[config.mk]
export PLATFORM = sky130hd
export DESIGN_NAME = pulse_cfg_ctrl_flat
export DESIGN_NICKNAME = d
export VERILOG_FILES = /design/src/rtl/pulse_cfg_pkg.sv /design/src/rtl/pulse_cfg_if.sv /design/src/rtl/pulse_cfg_parser.sv /design/src/rtl/pulse_cfg_ctrl.sv /design/src/flat_wrapper.sv
export SDC_FILE = /design/constraint.sdc
export NUM_CORES = 1
export LEC_CHECK = 0
export ABC_CLOCK_PERIOD_IN_PS = 2400
export CAP_MARGIN = 20
export CORE_MARGIN = 2
export CORE_UTILIZATION = 42
export CTS_CLUSTER_SIZE = 10
export DETAILED_ROUTE_END_ITERATION = 8
export HOLD_SLACK_MARGIN = 0.1
export PLACE_DENSITY = 0.71
export RECOVER_POWER = 100
export SYNTH_ARGS = -nofsm -noshare
export SYNTH_HDL_FRONTEND = slang
export SYNTH_SLANG_ARGS = --single-unit
[constraint.sdc]
create_clock -name clk -period 2.4 [get_ports clk]
set_input_delay 0.24 -clock clk [delete_from_list [all_inputs] [get_ports clk]]
set_output_delay 0.24 -clock clk [all_outputs]
set_load 0.05 [all_outputs]
[src/rtl/pulse_cfg_pkg.sv]
// Shared definitions for the pulse configuration controller: register
// addresses, response codes, FSM state encoding and the parameter set type.
package pulse_cfg_pkg;

  localparam logic [7:0] ADDR_PERIOD    = 8'h01;
  localparam logic [7:0] ADDR_P1WIDTH   = 8'h02;
  localparam logic [7:0] ADDR_DELAY     = 8'h03;
  localparam logic [7:0] ADDR_P2WIDTH   = 8'h04;
  localparam logic [7:0] ADDR_BLOCK_LEN = 8'h05;
  localparam logic [7:0] ADDR_BLOCK_OFF = 8'h06;
  localparam logic [7:0] ADDR_CPMG      = 8'h07;
  localparam logic [7:0] ADDR_PUMP      = 8'h08;
  localparam logic [7:0] ADDR_BLK       = 8'h09;
  localparam logic [7:0] ADDR_PRE_ATT   = 8'h0A;
  localparam logic [7:0] ADDR_POST_ATT  = 8'h0B;
  localparam logic [7:0] ADDR_APPLY     = 8'h0F;

  localparam logic [7:0] RESP_ACK = 8'h06;
  localparam logic [7:0] RESP_NAK = 8'h15;

  typedef enum logic [1:0] {
    IDLE = 2'd0,
    DATA = 2'd1,
    EXEC = 2'd2,
    RESP = 2'd3
  } state_e;

  // One complete pulse parameter set (used for both shadow and active copies).
  typedef struct packed {
    logic [31:0] period;
    logic [31:0] p1width;
    logic [31:0] delay;
    logic [31:0] p2width;
    logic [7:0]  pulse_block;
    logic [15:0] pulse_block_off;
    logic [7:0]  cpmg;
    logic        pump;
    logic        block;
    logic [6:0]  pre_att;
    logic [6:0]  post_att;
  } cfg_t;

endpackage

[src/rtl/pulse_cfg_if.sv]
// Byte stream between the UART and the controller.
//   rx_data/rx_valid : received byte with one-cycle strobe (UART -> ctrl)
//   tx_data/tx_valid : response byte, held until accepted (ctrl -> UART)
//   tx_ready         : transmitter accepts the response byte
interface pulse_cfg_if;
  logic [7:0] rx_data;
  logic       rx_valid;
  logic [7:0] tx_data;
  logic       tx_valid;
  logic       tx_ready;

  modport master (output rx_data, rx_valid, tx_ready, input tx_data, tx_valid);
  modport slave  (input rx_data, rx_valid, tx_ready, output tx_data, tx_valid);
endinterface

[src/rtl/pulse_cfg_parser.sv]
// Frame assembler: latches the address byte, shifts in four big-endian value
// bytes and watches the gap between bytes.
//   clk, resetn        : clock, synchronous active-low reset
//   rx_data_i/rx_valid_i : received byte stream
//   idle_i/data_i      : controller FSM is in IDLE / DATA
//   addr_o/value_o     : assembled frame contents
//   frame_valid_o      : last value byte is being accepted this cycle
//   timeout_o          : inter-byte gap expires this cycle
module pulse_cfg_parser #(
  parameter logic [31:0] TIMEOUT = 32'd120000
) (
  input  logic        clk,
  input  logic        resetn,
  input  logic [7:0]  rx_data_i,
  input  logic        rx_valid_i,
  input  logic        idle_i,
  input  logic        data_i,
  output logic [7:0]  addr_o,
  output logic [31:0] value_o,
  output logic        frame_valid_o,
  output logic        timeout_o
);

  logic [7:0]  addr_q;
  logic [31:0] value_q;
  logic [2:0]  cnt_q;
  logic [31:0] idle_cnt_q;

  assign addr_o        = addr_q;
  assign value_o       = value_q;
  assign frame_valid_o = data_i && rx_valid_i && (cnt_q == 3'd3);
  // The TIMEOUT-th consecutive idle cycle ends the frame.
  assign timeout_o     = data_i && !rx_valid_i && (idle_cnt_q == TIMEOUT - 32'd1);

  always_ff @(posedge clk) begin
    if (!resetn) begin
      addr_q     <= '0;
      value_q    <= '0;
      cnt_q      <= '0;
      idle_cnt_q <= '0;
    end else if (idle_i && rx_valid_i) begin
      addr_q     <= rx_data_i;
      value_q    <= '0;
      cnt_q      <= '0;
      idle_cnt_q <= '0;
    end else if (data_i) begin
      if (rx_valid_i) begin
        value_q    <= {value_q[23:0], rx_data_i};
        cnt_q      <= cnt_q + 3'd1;
        idle_cnt_q <= '0;
      end else begin
        idle_cnt_q <= idle_cnt_q + 32'd1;
      end
    end
  end

endmodule

[src/rtl/pulse_cfg_ctrl.sv]
// Pulse parameter controller: UART frames write a shadow register set, an
// apply command arms it, and the set is copied to the active outputs on the
// next period_start so parameters only change at a period boundary.
//   clk, resetn     : clock, synchronous active-low reset
//   bus             : rx byte stream in, response byte out
//   period_start    : one-cycle strobe at the start of each pulse period
//   period..post_att: active pulse parameters
//   pending         : shadow set armed for commit
//   frame_err       : one-cycle strobe on timeout or NAK
module pulse_cfg_ctrl
  import pulse_cfg_pkg::*;
#(
  parameter logic [31:0] TIMEOUT       = 32'd120000,
  parameter logic [31:0] DEF_PERIOD    = 32'd20000,
  parameter logic [31:0] DEF_P1WIDTH   = 32'd30,
  parameter logic [31:0] DEF_DELAY     = 32'd200,
  parameter logic [31:0] DEF_P2WIDTH   = 32'd60,
  parameter logic [7:0]  DEF_BLOCK     = 8'd50,
  parameter logic [15:0] DEF_BLOCKOFF  = 16'd100,
  parameter logic [7:0]  DEF_CPMG      = 8'd10,
  parameter logic        DEF_PUMP      = 1'b1,
  parameter logic        DEF_BLK       = 1'b1,
  parameter logic [6:0]  DEF_PRE_ATT   = 7'h00,
  parameter logic [6:0]  DEF_POST_ATT  = 7'h7F
) (
  input  logic              clk,
  input  logic              resetn,
  pulse_cfg_if.slave        bus,
  input  logic              period_start,
  output logic [31:0]       period,
  output logic [31:0]       p1width,
  output logic [31:0]       delay,
  output logic [31:0]       p2width,
  output logic [7:0]        pulse_block,
  output logic [15:0]       pulse_block_off,
  output logic [7:0]        cpmg,
  output logic              pump,
  output logic              block,
  output logic [6:0]        pre_att,
  output logic [6:0]        post_att,
  output logic              pending,
  output logic              frame_err
);

  localparam cfg_t DEF_CFG = '{DEF_PERIOD, DEF_P1WIDTH, DEF_DELAY, DEF_P2WIDTH,
                               DEF_BLOCK, DEF_BLOCKOFF, DEF_CPMG, DEF_PUMP,
                               DEF_BLK, DEF_PRE_ATT, DEF_POST_ATT};

  state_e      state_q;
  cfg_t        shadow_q, active_q, shadow_d;
  logic        pending_q, frame_err_q, tx_valid_q;
  logic [7:0]  tx_data_q;
  logic [7:0]  frame_addr;
  logic [31:0] frame_value;
  logic        frame_valid, frame_timeout;
  logic        is_reg, is_apply, cmd_ok;

  pulse_cfg_parser #(.TIMEOUT(TIMEOUT)) u_parser (
    .clk          (clk),
    .resetn       (resetn),
    .rx_data_i    (bus.rx_data),
    .rx_valid_i   (bus.rx_valid),
    .idle_i       (state_q == IDLE),
    .data_i       (state_q == DATA),
    .addr_o       (frame_addr),
    .value_o      (frame_value),
    .frame_valid_o(frame_valid),
    .timeout_o    (frame_timeout)
  );

  // Decode the assembled frame; a period below 2 is rejected.
  assign is_reg   = (frame_addr >= ADDR_PERIOD) && (frame_addr <= ADDR_POST_ATT);
  assign is_apply = (frame_addr == ADDR_APPLY);
  assign cmd_ok   = is_apply ||
                    (is_reg && !((frame_addr == ADDR_PERIOD) && (frame_value < 32'd2)));

  always_comb begin
    shadow_d = shadow_q;
    case (frame_addr)
      ADDR_PERIOD:    shadow_d.period          = frame_value;
      ADDR_P1WIDTH:   shadow_d.p1width         = frame_value;
      ADDR_DELAY:     shadow_d.delay           = frame_value;
      ADDR_P2WIDTH:   shadow_d.p2width         = frame_value;
      ADDR_BLOCK_LEN: shadow_d.pulse_block     = frame_value[7:0];
      ADDR_BLOCK_OFF: shadow_d.pulse_block_off = frame_value[15:0];
      ADDR_CPMG:      shadow_d.cpmg            = frame_value[7:0];
      ADDR_PUMP:      shadow_d.pump            = frame_value[0];
      ADDR_BLK:       shadow_d.block           = frame_value[0];
      ADDR_PRE_ATT:   shadow_d.pre_att         = frame_value[6:0];
      ADDR_POST_ATT:  shadow_d.post_att        = frame_value[6:0];
      default:        ;
    endcase
  end

  always_ff @(posedge clk) begin
    if (!resetn) begin
      state_q     <= IDLE;
      shadow_q    <= DEF_CFG;
      active_q    <= DEF_CFG;
      pending_q   <= 1'b0;
      frame_err_q <= 1'b0;
      tx_valid_q  <= 1'b0;
      tx_data_q   <= '0;
    end else begin
      frame_err_q <= 1'b0;
      // Commit reads the registered shadow, so a write landing in the same
      // cycle is only picked up by a later commit.
      if (period_start && pending_q) begin
        active_q  <= shadow_q;
        pending_q <= 1'b0;
      end
      case (state_q)
        IDLE: if (bus.rx_valid) state_q <= DATA;
        DATA: begin
          if (frame_valid) begin
            state_q <= EXEC;
          end else if (frame_timeout) begin
            state_q     <= IDLE;
            frame_err_q <= 1'b1;
          end
        end
        EXEC: begin
          state_q    <= RESP;
          tx_valid_q <= 1'b1;
          if (cmd_ok) begin
            tx_data_q <= RESP_ACK;
            // Arming overrides a commit in this same cycle; the newly armed
            // set then waits for the following period_start.
            if (is_apply) pending_q <= 1'b1;
            else          shadow_q  <= shadow_d;
          end else begin
            tx_data_q   <= RESP_NAK;
            frame_err_q <= 1'b1;
          end
        end
        RESP: begin
          if (bus.tx_ready) begin
            tx_valid_q <= 1'b0;
            state_q    <= IDLE;
          end
        end
        default: state_q <= IDLE;
      endcase
    end
  end

  assign bus.tx_data     = tx_data_q;
  assign bus.tx_valid    = tx_valid_q;
  assign period          = active_q.period;
  assign p1width         = active_q.p1width;
  assign delay           = active_q.delay;
  assign p2width         = active_q.p2width;
  assign pulse_block     = active_q.pulse_block;
  assign pulse_block_off = active_q.pulse_block_off;
  assign cpmg            = active_q.cpmg;
  assign pump            = active_q.pump;
  assign block           = active_q.block;
  assign pre_att         = active_q.pre_att;
  assign post_att        = active_q.post_att;
  assign pending         = pending_q;
  assign frame_err       = frame_err_q;

endmodule

[src/flat_wrapper.sv]
// flat-port wrapper written by rule: the top's interface ports become plain ports
module pulse_cfg_ctrl_flat import pulse_cfg_pkg::*;
#(
  parameter logic [31:0] TIMEOUT       = 32'd120000,
  parameter logic [31:0] DEF_PERIOD    = 32'd20000,
  parameter logic [31:0] DEF_P1WIDTH   = 32'd30,
  parameter logic [31:0] DEF_DELAY     = 32'd200,
  parameter logic [31:0] DEF_P2WIDTH   = 32'd60,
  parameter logic [7:0]  DEF_BLOCK     = 8'd50,
  parameter logic [15:0] DEF_BLOCKOFF  = 16'd100,
  parameter logic [7:0]  DEF_CPMG      = 8'd10,
  parameter logic        DEF_PUMP      = 1'b1,
  parameter logic        DEF_BLK       = 1'b1,
  parameter logic [6:0]  DEF_PRE_ATT   = 7'h00,
  parameter logic [6:0]  DEF_POST_ATT  = 7'h7F
)
  (clk, resetn, period_start, period, p1width, delay, p2width, pulse_block, pulse_block_off, cpmg, pump, block, pre_att, post_att, pending, frame_err, bus_rx_data, bus_rx_valid, bus_tx_ready, bus_tx_data, bus_tx_valid);
  pulse_cfg_if bus_i ();
  input  logic clk;
  input  logic resetn;
  input  logic period_start;
  output logic [31:0] period;
  output logic [31:0] p1width;
  output logic [31:0] delay;
  output logic [31:0] p2width;
  output logic [7:0] pulse_block;
  output logic [15:0] pulse_block_off;
  output logic [7:0] cpmg;
  output logic pump;
  output logic block;
  output logic [6:0] pre_att;
  output logic [6:0] post_att;
  output logic pending;
  output logic frame_err;
  input wire logic [$bits(bus_i.rx_data)-1:0] bus_rx_data;
  input wire logic [$bits(bus_i.rx_valid)-1:0] bus_rx_valid;
  input wire logic [$bits(bus_i.tx_ready)-1:0] bus_tx_ready;
  output wire logic [$bits(bus_i.tx_data)-1:0] bus_tx_data;
  output wire logic [$bits(bus_i.tx_valid)-1:0] bus_tx_valid;
  assign bus_i.rx_data = bus_rx_data;
  assign bus_i.rx_valid = bus_rx_valid;
  assign bus_i.tx_ready = bus_tx_ready;
  assign bus_tx_data = bus_i.tx_data;
  assign bus_tx_valid = bus_i.tx_valid;
  pulse_cfg_ctrl #(.TIMEOUT(TIMEOUT), .DEF_PERIOD(DEF_PERIOD), .DEF_P1WIDTH(DEF_P1WIDTH), .DEF_DELAY(DEF_DELAY), .DEF_P2WIDTH(DEF_P2WIDTH), .DEF_BLOCK(DEF_BLOCK), .DEF_BLOCKOFF(DEF_BLOCKOFF), .DEF_CPMG(DEF_CPMG), .DEF_PUMP(DEF_PUMP), .DEF_BLK(DEF_BLK), .DEF_PRE_ATT(DEF_PRE_ATT), .DEF_POST_ATT(DEF_POST_ATT)) u_core (.clk(clk), .resetn(resetn), .bus(bus_i), .period_start(period_start), .period(period), .p1width(p1width), .delay(delay), .p2width(p2width), .pulse_block(pulse_block), .pulse_block_off(pulse_block_off), .cpmg(cpmg), .pump(pump), .block(block), .pre_att(pre_att), .post_att(post_att), .pending(pending), .frame_err(frame_err));
endmodule
==> reports/qor.yml, run 1 <==
clkSinkCount: 435
fp.dieW_um: 202
placed_cells: 2605
placementRows: 72
die_h_um: 202
hold_viol: 0
fill_cells: 3650
netlist_area_um2: 16500
grt_pass1_vias: 13448
clk_pin_slew_ps: 50
fin_crit_sh_pct: 90.7
finish.utilization_pct: 52.7
grt_max_degree: 172
n_antenna_cell: 0
synth_cell_types: 47
status: "complete, no violations"
crit_type: "flop to output pin"
synth.top_cells.by_count: "nand2_1 (723), dfxtp_1 (435), a21boi_0 (259)"
synth-edff-count: 0
max_freq_mhz: 460
peakVddDrop_mv: 0.530
clk_path_buf_depth: 3
pin_count: 200
p_per_area_nw_per_um2: 715
hold_slack_ps: 348
grt_pass1_wl_um: 72400
min-delay-path-class: "primary input to flop"
cp_slowest_cell: "dlygate4sd3_1"
end_kind: "output pin"
worstPathArrival_ps: 1940
io_buffers: 195
worst_pin_slew_ps: 1030
synth_top_area_share_pct: 52.8
dr.pass1.iters: 5
grt_remaining_overflow: 0
stdcell_count: 2670
cp_cell_sequence: "dlygate4sd3_1"
rsz0062_at_grt: "false"
synthTopCellsByArea: "dfxtp_1 (53%), nand2_1 (16%), a21boi_0 (12%), nand3_1 (4.0%), clkbuf_1 (3.0%)"
max_cap_viol_count: 0
finalSetupTns_ps: 0
yosys_warnings: 0
place.gp.congestion: 0.829
critical-path-top-delay-family: "buffers and inverters"
relSlewSlack_pct: 31.2
path_depth: 1
crit_fanout: 4
cp_slowest_stage_delay_ps: 920
fin_nets: 2161
fin_crit_ps: 2180
wirelength_um: 45400
syn-instance-count: 1986
cp_data_required_time_ps: 2160
core_area_um2: 38700
yosysMostFrequentCell: "nand2_1"
postRouteAntennaNets: 0
drtIter0Drc: 920
vias_per_cell: 5.15
wire_per_inst_um: 17.0
antenna_found_initial: 0
critPathLaunchType: "flop"
track_usage_pct: 22.2
maxSlewViolCount: 0
hold_depth: 3
tritoncts: "done"
cts-buffers-inserted: 50
clk_latency_ps: 590
async_flop_share_pct: 0
setup_viol: 0
drcViolationCount: 0
htreeDepth: 2
synth_largest_area_cell: "dfxtp_1"
syn_area_per_cell_um2: 8.30
cts-root-buf: "clkbuf_16"
worst_r2r_path_depth: 8
initial_core_util_pct: 42.6
finClkSkew_ps: 21.5
drive_gt1_share_pct: 6.04
vias: 13743
ys_ff_latch: 435
place_hpwl_um: 29800
path_buf_inv: 1
dieArea_um2: 40900
syn2layout_area_growth_pct: 23.9
synthFlopType: "dfxtp_1"
ys_seq_area_share_pct: 52.8
p_leak_nw: 7.56
-- power breakdown --
group	internal, mW	leakage, nW	total [mW]	switching [mW]
combinational	0.221	3.38	0.691	0.470
sequential	7.26	3.51	7.30	0.0377
clock	3.84	0.669	6.61	2.77
total	11.3	7.56	14.6	3.28
-- registers in the layout, indices dropped and copies added, names as in the netlist, named ones only --
signal,count
u_core.p1width,32
u_core.pulse_block,8
u_core.pending,1
u_core.u_parser.idle_cnt_q,32
u_core.block,1
u_core.p2width,32
u_core.shadow_q,176
u_core.bus.tx_data,3
u_core.u_parser.value_o,32
u_core.delay,32
u_core.state_q,1
u_core.u_parser.addr_o,8
u_core.pump,1
u_core.pre_att,7
u_core.period,32
u_core.bus.tx_valid,1
u_core.cpmg,8
u_core.pulse_block_off,16
u_core.post_att,7
u_core.frame_err,1
u_core.u_parser.cnt_q,3
-- path summary, 6_finish.rpt --
check             slack [ps]                  from                          to
hold reg to reg          450  u_core.shadow_q[109]            u_core.delay[29]
setup reg to reg         240     u_core.state_q[0]        u_core.shadow_q[112]
hold / removal           350        bus_rx_data[0]  u_core.u_parser.value_o[0]
setup / recovery         220        u_core.pending                     pending
-- metal layers --
metal / part of all wire (%) / GRT usage, % / up-vias
met5: 0 / 0 / -
met4: 3.8 / 8.92 / 0
met3: 6.7 / 5.18 / 99
met2: 46 / 36.4 / 385
met1: 43 / 28.4 / 6488
li1: - / - / 6771
-- timing repair --
item | in CTS | in global routing
endpoints found under the hold margin | 30 | 0
resized for setup | 0 | 0
buffers inserted | 0 | 0
hold buffers | 1 | 0
-- cells by family after synthesis --
| kind of cell | Yosys count | share of synthesized area, % |
|---|---|---|
| compound gates | 346 | 14.8 |
| other cells | 1 | 0.0227 |
| fa+ha+maj | 8 | 0.607 |
| flops | 435 | 52.8 |
| mux | 23 | 1.40 |
| buf+inv | 177 | 4.42 |
| simple gates | 969 | 24.6 |
| xor+xnor | 27 | 1.43 |
-- layout by cell type, fill, tap and decap left out, types with 2 or more instances in the layout --
cell type / synthesis / layout
nand2_1: 723 / 722
dfxtp_1: 435 / 435
a21boi_0: 259 / 262
dlygate4sd3_1: 0 / 184
nand3_1: 132 / 133
clkbuf_16: 0 / 50
buf_4: 5 / 50
a21oi_1: 41 / 41
nor2_1: 33 / 33
o21ai_0: 30 / 32
nor4_1: 24 / 24
mux2i_1: 23 / 23
xnor2_1: 19 / 19
inv_1: 12 / 12
clkbuf_1: 133 / 11
clkdlybuf4s50_1: 0 / 11
buf_12: 0 / 11
nor2b_1: 9 / 8
nand4_1: 8 / 8
xor2_1: 8 / 8
ha_1: 8 / 8
nor3_1: 6 / 6
and2_1: 7 / 5
and3_1: 5 / 5
and4_1: 5 / 5
or3_1: 5 / 5
conb_1: 1 / 4
clkbuf_8: 0 / 4
and4b_1: 3 / 3
nand2b_1: 2 / 2
inv_6: 0 / 2
clkbuf_2: 1 / 2
clkbuf_4: 0 / 2
-- through the flow --
step                      setup WS [ps]  cell area [um2]  power, mW
final                               224            20400       14.6
after global routing               39.5            20400       15.1
after CTS                           230            20500       14.8
after detailed placement            332            19100       8.14
after global placement              410            19100       8.12
after floorplan                     455            16500       7.92
-- cell type report --
cell class / instances / area, um2 / area share, %
clock buffers: 61 / 1330 / 6.52
clock inverters: 3 / 33.8 / 0.165
inverters: 12 / 45.0 / 0.220
multi-input cells: 1377 / 7070 / 34.6
flip-flops and latches: 435 / 8710 / 42.6
well taps: 518 / 648 / 3.17
repair buffers: 264 / 2590 / 12.7
(Power assumes the default switching activity.)
==> run 2: changes to the inputs <==
--- a/config.mk
+++ b/config.mk
@@ -14,6 +14,7 @@
 export HOLD_SLACK_MARGIN = 0.1
 export PLACE_DENSITY = 0.71
 export RECOVER_POWER = 100
+export SKIP_CTS_REPAIR_TIMING = 1
 export SYNTH_ARGS = -nofsm -noshare
 export SYNTH_HDL_FRONTEND = slang
 export SYNTH_SLANG_ARGS = --single-unit
==> run 2 against run 1 <==
Compared with the run above: register-to-register slack about the same; first-iteration DRC count is 0.11% lower; wire length stayed put; global-route usage barely moved; final area did not move; count of clock-buffer cells in the layout stayed put; sequential share of layout area stayed put; critical path depth stayed put; power is the same; largest cell class unchanged; largest power group unchanged.
==> reports/qor.yml, run 2 (synthesis results as in run 1) <==
fin_area_um2: 20400
met1_length_um: 19600
end_kind: "output pin"
highest_layer: "met4"
final_common_cell: "nand2_1"
die_h_um: 202
most-common-layout-cells: "nand2_1 (722), dfxtp_1 (435), a21boi_0 (262), dlygate4sd3_1 (184), nand3_1 (133)"
crit_type: "flop to output pin"
finClkSkew_ps: 21.5
drcViolationCount: 0
min-delay-path-class: "primary input to flop"
critical-path-top-delay-family: "buffers and inverters"
p_sw_mw: 3.28
p_per_area_nw_per_um2: 715
wirelength_um: 45400
max_cap_viol_count: 0
htreeDepth: 2
clk_path_buf_depth: 3
max_freq_mhz: 460
syn2layout_area_growth_pct: 23.9
seqPwrFrac_pct: 50.0
wl_met3_um: 3050
clk_pin_slew_ps: 50
fin_nets: 2161
rsz0062_at_grt: "false"
dr.pass1.iters: 5
antenna_found_initial: 0
fin_crit_ps: 2180
track_usage_pct: 22.2
cts-buffers-inserted: 50
drive_gt1_share_pct: 6.04
hold_viol: 0
p_leak_nw: 7.56
fp.dieW_um: 202
placementRows: 72
grt_max_degree: 172
finish.utilization_pct: 52.7
cp_slowest_stage_delay_ps: 920
status: "complete, no violations"
maxSlewViolCount: 0
cp_slowest_cell: "dlygate4sd3_1"
intPower_mw: 11.3
tritoncts: "done"
pin_count: 200
cts-root-buf: "clkbuf_16"
place_hpwl_um: 29800
largest_register: "u_core.shadow_q"
vias: 13743
fin_crit_sh_pct: 90.7
worst_pin_slew_ps: 1030
swShare_pct: 22.5
relSlewSlack_pct: 31.3
critPathLaunchType: "flop"
setup_viol: 0
drtIter0Drc: 919
place.gp.congestion: 0.829
comb_power_share_pct: 4.7
hold_slack_ps: 348
path_buf_inv: 1
grt_pass1_wl_um: 72400
peakVddDrop_mv: 0.530
dpl_cell_area_um2: 19100
cp_data_required_time_ps: 2160
timing.final.ws_setup_ps: 224
core_area_um2: 38700
met2RoutedLength_um: 21000
largest_register_ffs: 176
crit_fanout: 4
postRouteAntennaNets: 0
finalSetupTns_ps: 0
wire_per_inst_um: 17.0
place_ws_ps: 332
grt_remaining_overflow: 0
vias_per_cell: 5.15
clock_power_share_pct: 45.3
worstPathArrival_ps: 1940
cp_cell_sequence: "dlygate4sd3_1"
dieArea_um2: 40900
io_buffers: 195
clkSinkCount: 435
clk_latency_ps: 590
n_antenna_cell: 0
initial_core_util_pct: 42.6
grt_pass1_vias: 13439
==> run 2: area by class of cell <==
| type | count | area (um2) |
|---|---|---|
| inverter | 12 | 45.0 |
| fill | 3650 | 18300 |
| clock buffer | 61 | 1330 |
| tap | 518 | 648 |
| sequential | 435 | 8710 |
| multi-input combinational | 1377 | 7070 |
| clock inverter | 3 | 33.8 |
| timing repair buffer | 264 | 2590 |
==> run 2: path summary, 6_finish.rpt <==
| kind | startpoint | to | slack, ps | depth (start not counted) |
|---|---|---|---|---|
| min reg2reg | u_core.shadow_q[109] | u_core.delay[29] | 450 | 2 |
| max | u_core.pending | pending | 220 | 1 |
| max reg2reg | u_core.state_q[0] | u_core.shadow_q[112] | 240 | 8 |
| min | bus_rx_data[0] | u_core.u_parser.value_o[0] | 350 | 3 |
==> run 2: power groups by stage <==
stage | clock [mW] | sequential (mW) | combinational, mW
2_1_floorplan | 0 | 7.44 | 0.477
3_3_place_gp | 0 | 7.45 | 0.675
3_5_place_dp | 0 | 7.45 | 0.688
4_1_cts | 6.78 | 7.30 | 0.689
5_1_grt | 7.06 | 7.30 | 0.749
6_report | 6.61 | 7.30 | 0.691
==> run 2: worst register-to-register path: cells and delay by family (launching register included) <==
family	cells	cell delay [ps]
fa+ha+maj	1	180
compound gates	1	190
buf+inv	3	850
simple gates	3	530
flops	1	350
==> run 2: per-layer routing <==
metal	up-vias	global-route usage, %
met5	-	0
met4	0	8.92
met3	99	5.19
met2	385	36.3
met1	6488	28.4
li1	6771	-
==> run 2: stage by stage <==
| stage | cells | total power, mW |
|---|---|---|
| 2_1_floorplan | 1989 | 7.92 |
| 4_1_cts | 2669 | 14.8 |
| 5_1_grt | 2670 | 15.1 |
| 3_3_place_gp | 2605 | 8.12 |
| 3_5_place_dp | 2605 | 8.14 |
| 6_report | 2670 | 14.6 |
==> run 3: changes to the inputs <==
--- a/config.mk
+++ b/config.mk
@@ -12,7 +12,6 @@
 export CTS_CLUSTER_SIZE = 10
 export DETAILED_ROUTE_END_ITERATION = 8
 export HOLD_SLACK_MARGIN = 0.1
-export PLACE_DENSITY = 0.71
 export RECOVER_POWER = 100
 export SKIP_CTS_REPAIR_TIMING = 1
 export SYNTH_ARGS = -nofsm -noshare
==> run 3 against run 2 <==
Compared with the run above: count of clock-buffer cells in the layout increased by 2; fmax down 1.2%; wire length grew 2.2%; critical endpoint is now u_core.bus.tx_data[0]; die area unchanged; sequential power hardly changed; largest power group unchanged; via count fell by 1.2%; non-clock buffer count shrank 2.
==> reports/qor.yml, run 3 (synthesis results as in run 1) <==
status: "complete, no violations"
cp_data_required_time_ps: 2900
die_h_um: 202
maxSlewViolCount: 0
end_kind: "flop"
max_cap_viol_count: 0
most-common-layout-cells: "nand2_1 (722), dfxtp_1 (435), a21boi_0 (262), dlygate4sd3_1 (183), nand3_1 (133)"
wirelength_um: 46400
drcViolationCount: 0
vias: 13578
dieArea_um2: 40900
p_per_area_nw_per_um2: 726
initial_core_util_pct: 42.6
place.gp.congestion: 0.800
tritoncts: "done"
use_met1_pct: 31.5
min-delay-path-class: "primary input to flop"
grt_pass1_wl_um: 72600
pin_count: 200
grtUsageMet3_pct: 3.31
fin_crit_ps: 2200
p_leak_nw: 7.57
fin_nets: 2159
core_area_um2: 38700
clkSinkCount: 435
syn2layout_area_growth_pct: 24.0
crit_type: "flop to flop"
finalSetupTns_ps: 0
drtIter0Drc: 988
cts-buffers-inserted: 50
fin_area_um2: 20400
postRouteAntennaNets: 0
track_usage_pct: 22.5
worst_pin_slew_ps: 1000
dpl_cell_area_um2: 19100
clk_path_buf_depth: 3
grt_pass1_vias: 12852
final_common_cell: "nand2_1"
grt_remaining_overflow: 0
drive_gt1_share_pct: 6.05
largest_register: "u_core.shadow_q"
wire_per_inst_um: 17.4
cts-root-buf: "clkbuf_16"
hold_slack_ps: 91.1
clk_latency_ps: 580
worstPathArrival_ps: 2700
crit_fanout: 3
fin_crit_sh_pct: 91.8
rsz0062_at_grt: "false"
htreeDepth: 2
placementRows: 72
place_hpwl_um: 29600
max_freq_mhz: 454
peakVddDrop_mv: 0.500
busiest_layer: "met2"
dr.pass1.iters: 5
relSlewSlack_pct: 33.2
clk_pin_slew_ps: 50
largest_register_ffs: 176
antenna_found_initial: 0
io_buffers: 195
vias_per_cell: 5.09
finClkSkew_ps: 14.6
grt_max_degree: 87
critPathLaunchType: "flop"
power_mw: 14.8
n_antenna_cell: 0
hold_viol: 0
fp.dieW_um: 202
grt_use_met2_pct: 35.7
setup_viol: 0
-- run 3: cell count changes in the layout (fill, tap and decap cells not counted), sizes merged --
| cell | change |
|---|---|
| bufinv | +1 |
| clkbuf | +1 |
| clkinv | -1 |
| dlygate4sd3 | -1 |
| inv | -2 |
-- run 3: worst paths after layout --
check | depth (start not counted) | slack, ps | endpoint | start
min reg2reg | 2 | 460 | u_core.p1width[23] | u_core.p1width[23]
max reg2reg | 5 | 200 | u_core.bus.tx_data[0] | u_core.u_parser.value_o[7]
max | 5 | 200 | u_core.bus.tx_data[0] | u_core.u_parser.value_o[7]
min | 2 | 90 | u_core.cpmg[1] | resetn
-- run 3: report_power, final --
part / internal, mW / switching [mW]
clock network: 4.04 / 2.81
logic: 0.220 / 0.471
registers: 7.26 / 0.0388
total: 11.5 / 3.32
-- run 3: final cells by class --
cell class                      instances  area [um2]
Timing Repair Buffer                  262        2570
Tap cell                              518         648
Fill cell                            3721       18300
Inverter                               12        45.0
Multi-Input combinational cell       1377        7080
Clock buffer                           63        1370
Clock inverter                          1        30.0
Sequential cell                       435        8710
-- run 3: routing by layer --
metal  wire length (um)  vias to the layer above  share of wire, %
li1                   -                     6774                 -
met1              21900                     6396                47
met2              21100                      341                45
met3               2350                       67               5.1
met4               1140                        0               2.5
met5                  0                        -                 0
-- run 3: metrics by stage --
step           std cells  util, %  setup WS (ps)
3_5_place_dp        2604     49.3            271
5_1_grt             2668     52.8           21.0
3_3_place_gp        2604     49.3            328
4_1_cts             2668     52.9            252
2_1_floorplan       1989        -            455
6_report            2668     52.8            197
-- run 3: worst max-delay path, stage by stage (launching register included) --
cell and delay, ps:
dfxtp_1 310, nor4_1 370, nand4_1 220, nor4_1 670, o21ai_0 320, a21boi_0 230
